## src/rtl/instr_fetch_unit.sv

```systemverilog
// Fetch-stage controller: one outstanding imem request at a time, a small
// instruction FIFO toward decode, and redirect handling that flushes/squashes.
module instr_fetch_unit #(
    parameter int          DEPTH    = 2,
    parameter logic [31:0] RESET_PC = 32'h0000_0000
) (
    input  logic        clock,
    input  logic        reset,
    input  logic [31:0] pc,
    output logic [31:0] next_pc,
    output logic        pc_en,
    output logic        imem_req,
    output logic [31:0] imem_addr,
    input  logic        imem_gnt,
    input  logic        imem_rvalid,
    input  logic [31:0] imem_rdata,
    input  logic        redirect_valid,
    input  logic [31:0] redirect_pc,
    output logic        id_valid,
    input  logic        id_ready,
    output logic [31:0] id_instr,
    output logic [31:0] id_pc
);

    localparam int            AW        = $clog2(DEPTH);
    localparam logic [AW:0]   CountFull = (AW + 1)'(DEPTH);
    localparam logic [AW:0]   CountOne  = (AW + 1)'(1);
    localparam logic [AW-1:0] PtrOne    = AW'(1);

    typedef enum logic {
        ST_FETCH,
        ST_WAIT
    } state_t;

    state_t        state_q, state_d;
    logic          drop_q, drop_d;
    logic [31:0]   req_pc_q, req_pc_d;
    logic [AW-1:0] rd_ptr_q, rd_ptr_d;
    logic [AW-1:0] wr_ptr_q, wr_ptr_d;
    logic [AW:0]   count_q, count_d;
    logic [31:0]   instr_mem_q [DEPTH];
    logic [31:0]   pc_mem_q    [DEPTH];

    logic accept;
    logic resp;
    logic push;
    logic pop;

    assign imem_req  = !reset && (state_q == ST_FETCH) && (count_q < CountFull) && !redirect_valid;
    assign imem_addr = pc;
    assign accept    = imem_req && imem_gnt;
    assign resp      = (state_q == ST_WAIT) && imem_rvalid;
    assign push      = resp && !drop_q && !redirect_valid;
    assign id_valid  = (count_q != '0);
    assign pop       = id_valid && id_ready && !redirect_valid;
    assign id_instr  = instr_mem_q[rd_ptr_q];
    assign id_pc     = pc_mem_q[rd_ptr_q];

    // PC register control: reset value, then redirect, then sequential fetch.
    always_comb begin
        pc_en   = 1'b0;
        next_pc = pc;
        if (reset) begin
            next_pc = RESET_PC;
        end else if (redirect_valid) begin
            pc_en   = 1'b1;
            next_pc = {redirect_pc[31:2], 2'b00};
        end else if (accept) begin
            pc_en   = 1'b1;
            next_pc = pc + 32'd4;
        end
    end

    always_comb begin
        state_d  = state_q;
        drop_d   = drop_q;
        req_pc_d = req_pc_q;
        rd_ptr_d = rd_ptr_q;
        wr_ptr_d = wr_ptr_q;
        count_d  = count_q;
        if (redirect_valid) begin
            rd_ptr_d = '0;
            wr_ptr_d = '0;
            count_d  = '0;
            // A response landing with the redirect consumes the squash itself.
            if (state_q == ST_WAIT) begin
                if (imem_rvalid) begin
                    state_d = ST_FETCH;
                    drop_d  = 1'b0;
                end else begin
                    drop_d = 1'b1;
                end
            end
        end else begin
            if (accept) begin
                state_d  = ST_WAIT;
                req_pc_d = pc;
            end
            if (resp) begin
                state_d = ST_FETCH;
                drop_d  = 1'b0;
            end
            if (push) begin
                wr_ptr_d = wr_ptr_q + PtrOne;
            end
            if (pop) begin
                rd_ptr_d = rd_ptr_q + PtrOne;
            end
            if (push && !pop) begin
                count_d = count_q + CountOne;
            end else if (pop && !push) begin
                count_d = count_q - CountOne;
            end
        end
    end

    always_ff @(posedge clock or posedge reset) begin
        if (reset) begin
            state_q  <= ST_FETCH;
            drop_q   <= 1'b0;
            req_pc_q <= '0;
            rd_ptr_q <= '0;
            wr_ptr_q <= '0;
            count_q  <= '0;
        end else begin
            state_q  <= state_d;
            drop_q   <= drop_d;
            req_pc_q <= req_pc_d;
            rd_ptr_q <= rd_ptr_d;
            wr_ptr_q <= wr_ptr_d;
            count_q  <= count_d;
        end
    end

    // Storage needs no reset: entries are only read while counted valid.
    always_ff @(posedge clock) begin
        if (push) begin
            instr_mem_q[wr_ptr_q] <= imem_rdata;
            pc_mem_q[wr_ptr_q]    <= req_pc_q;
        end
    end

endmodule

```

## config.mk

```make
export PLATFORM = sky130hd
export DESIGN_NAME = instr_fetch_unit
export DESIGN_NICKNAME = d
export VERILOG_FILES = /design/src/rtl/instr_fetch_unit.sv
export SDC_FILE = /design/constraint.sdc
export NUM_CORES = 1
export LEC_CHECK = 0
export CORE_UTILIZATION = 50
export DETAILED_ROUTE_END_ITERATION = 12
export GPL_ROUTABILITY_DRIVEN = 0
export PLACE_DENSITY = 0.95
export SYNTH_ARGS = -nofsm -noshare
export SYNTH_HDL_FRONTEND = slang
export SYNTH_SLANG_ARGS = --single-unit
export TNS_END_PERCENT = 30
```

## constraint.sdc

```tcl
create_clock -name clock -period 9.22 [get_ports clock]
set_input_delay 0.922 -clock clock [delete_from_list [all_inputs] [get_ports clock]]
set_output_delay 0.922 -clock clock [all_outputs]
set_load 0.02 [all_outputs]
```

==> impl_metrics.tcl <==
set metrics [dict create \
    timing.final.crit_share_pct 59.79 \
    synth_top_family_by_area "multiplexers" \
    fp.coreArea_mm2 0.01448 \
    hp-start "req_pc_q[30]" \
    wl_met3_um 1249 \
    cts_tree "built" \
    initial_utilization_pct 50.98 \
    setup.worst_path.start_class "primary input" \
    unrepaired_setup_endpoints_after_global_routing "no" \
    crit_type "in -> out" \
    placed_cells_incl_taps 872 \
    drt_wl_total_um 17140 \
    number_of_max_cap_violations 0 \
    post_route_met1_wirelength_um 6786 \
    crit_buf_inv 2 \
    reg2reg_to "req_pc_q[14]" \
    post_cts_setup_buffer_count 0 \
    cellLeakagePower_nw 3.546 \
    globalRouteOverflowTotal 0 \
    seq_area_frac_synth_pct 64.96 \
    slowest_delay_ps 860 \
    timing.critical_path.arrival_ps 4590 \
    run_status "finished clean" \
    cts_hold_buf 0 \
    clock-root-buffer "clkbuf_16" \
    muxShareOfSynthArea_pct 14.32 \
    synth.yosys.warnings 0 \
    fillers 980 \
    routedWlPerCell_um 18.96 \
    report.final.hold_viol_count 0 \
    post_synth_and_or_nand_nor_area_fraction_pct 7.815 \
    combinationalPowerShare_pct 13.1 \
    netlist.top_cell.by_area "edfxtp_1" \
    synth_fa_ha_area_share_pct 0.1695 \
    drt_pass1_iterations 5 \
    power_frac_clock_pct 37.0 \
    nets 810 \
    h-tree-depth 4 \
    tritoncts.num_buffers 17 \
    cpLargestDelayFamily "simple AND/OR/NAND/NOR gates" \
    post_cts_resized 0 \
    critPathRequiredTime_ps 8300 \
    clock_path_buffers 2 \
    number_of_enable_flip_flop_cells_after_synthesis 128 \
    min_path_type "reg -> reg" \
    synth_cell_area_mm2 0.007381 \
    synth-compound-area-share_pct 4.221 \
    synth.distinct_cells 36 \
    instances_no_fill 904 \
    route.detailed.drc 0 \
    power_switching_mw 0.4252 \
    worst_setup_path_startpoint "redirect_valid" \
    first_pass_grt_wire_length_um 25410 \
    clock_skew_ps 8.198 \
    synth_top_area_share_pct 52.08 \
    cellInternalPower_mw 1.365 \
    synth-xor-area-share_pct 3.323 \
    finalSetupViolCount 0 \
    placement_rows 44 \
    fmax_mhz 181.4 \
    syn_nets 613 \
    critical_path_peak_fanout 40 \
    area.growth.synth_to_final_pct 37.85 \
    worstRegToRegCells 3 \
    maxSlewHeadroom_pct 35.33 \
    synthesis.instances 510 \
    part_of_the_power_in_registers_pct 49.9 \
    power_density_mw_per_mm2 175.9 \
    dp_hpwl_um 11810 \
    port_buffers 230 \
    timing.rr.start "state_q" \
    sw_frac_of_total_pct 23.76 \
    ys_dominant_reg_cell "edfxtp_1" \
    min_delay_path_depth 0 \
    die_w_um 123.5 \
    min_period_ps 5513 \
    critPathSlowestCell "clkdlybuf4s50_1" \
    top_signal_layer_used "met4" \
    ir_drop_mv 0.1209 \
    drt.antenna.violating_nets 0 \
    synth_top_cells_by_area "edfxtp_1 52%, mux2_2 14%, dfrtp_1 13%" \
    clkLatencyLatePin_ps 410 \
    detail_route.vias_per_cell 5.513 \
    synth.most_common_cell "edfxtp_1" \
    io_pins 233 \
    drt-initial-drc-count 361 \
    worst_slew_pin_tran_ps 966.6 \
    worst_hold_end "pc_mem_q[0][30]" \
    setup_total_negative_slack_ps 0 \
    die-area_mm2 0.01525 \
    worstPathCellList "clkdlybuf4s50_1, nor4_4, nand2_2, xnor2_1, nand2_1, a21oi_1, clkdlybuf4s50_1" \
    groute.usage.overall_pct 22.58 \
    critPathCaptureType "primary output" \
    maximum_number_of_pins_on_one_net_before_global_route_repair 66 \
    layout-drive-gt1-share_pct 19.72 \
    crit_top_cell "clkdlybuf4s50_1" \
    first_global_vias 5212 \
    route.vias.total 4984 \
    ff2ff_setup_slack_ps 6670 \
    syn-mean-instance-area_um2 14.47 \
    ys_seq_elements 166 \
    yosys-top-cells-count "128 x edfxtp_1, 93 x mux2_2, 38 x dfrtp_1, 32 x buf_4, 23 x nand2_1" \
    clk_transition_reported_paths_ps 60 \
    timing_max_transition_violations_final 0 \
    met2_length_um 8755 \
    die_height_um 123.5 \
    async_reset_ff_share_pct 22.89 \
    clock_sink_count 166 \
    antenna-diode-count 0 \
    number_of_antenna_violations_at_the_first_check_in_global_routing 0 \
]
## worst max path at each step
stage / end / depth (start not counted)
4_1_cts: next_pc[2] / 7
3_3_place_gp: next_pc[2] / 7
5_1_grt: next_pc[2] / 7
3_5_place_dp: next_pc[2] / 7
2_1_floorplan: instr_mem_q[1][0] / 3
6_report: next_pc[2] / 7
## flip-flops by register name (all words and copies together), names as in the netlist
name         flops
instr_mem_q     64
pc_mem_q        64
req_pc_q        32
count_q          2
drop_q           1
rd_ptr_q         1
state_q          1
wr_ptr_q         1
## metrics by stage
step	utilization, %	hold slack [ps]	area [um^2]	power, mW	worst slack, ps
floorplan	-	436.6	7381	1.023	2627
global placement	66.44	443.7	9619	1.130	3824
detailed placement	66.44	456.8	9619	1.143	3762
CTS	70.27	470.2	10170	1.800	3736
global route	70.27	476.7	10170	1.848	3453
finish	70.27	466.8	10170	1.790	3707
## placed cells by master, fill, tap and decap left out, types with 17 or more instances in the layout
cell type and instances:
a21oi_1 22, mux2_2 93, edfxtp_1 128, nand2_1 22
nor2_1 20, clkbuf_16 17, clkdlybuf4s50_1 230, dfrtp_1 37
o21ai_0 18
## final cells by class
cell class / instances / area, um^2 / area share [%]
Inverter: 6 / 22.52 / 0.2213
Clock buffer: 18 / 429.2 / 4.218
Tap cell: 184 / 230.2 / 2.263
Timing Repair Buffer: 237 / 2355 / 23.14
Sequential cell: 166 / 4796 / 47.13
Clock inverter: 14 / 126.4 / 1.242
Multi-Input combinational cell: 279 / 2216 / 21.78
## power by group through the flow
stage	registers, mW	logic, mW	clock network, mW
2_1_floorplan	0.899	0.123	0
5_1_grt	0.898	0.250	0.700
3_3_place_gp	0.902	0.227	0
6_report	0.894	0.235	0.661
3_5_place_dp	0.909	0.234	0
4_1_cts	0.894	0.236	0.671
## cell families after synthesis
kind of cell / Yosys count
buffers and inverters: 65
DFF: 166
and+or+nand+nor: 103
xor gates and xnor gates: 28
AOI/OAI and AO/OA: 53
adders and majority gates: 1
muxes: 94
## per-layer routing
| layer | vias to the layer above | GRT usage, % |
|---|---|---|
| li1 | 2282 | - |
| met1 | 2428 | 25.56 |
| met2 | 242 | 39.46 |
| met3 | 32 | 5.812 |
| met4 | 0 | 11.22 |
| met5 | - | 0 |
Note: power is estimated with default switching activity, not from simulation.
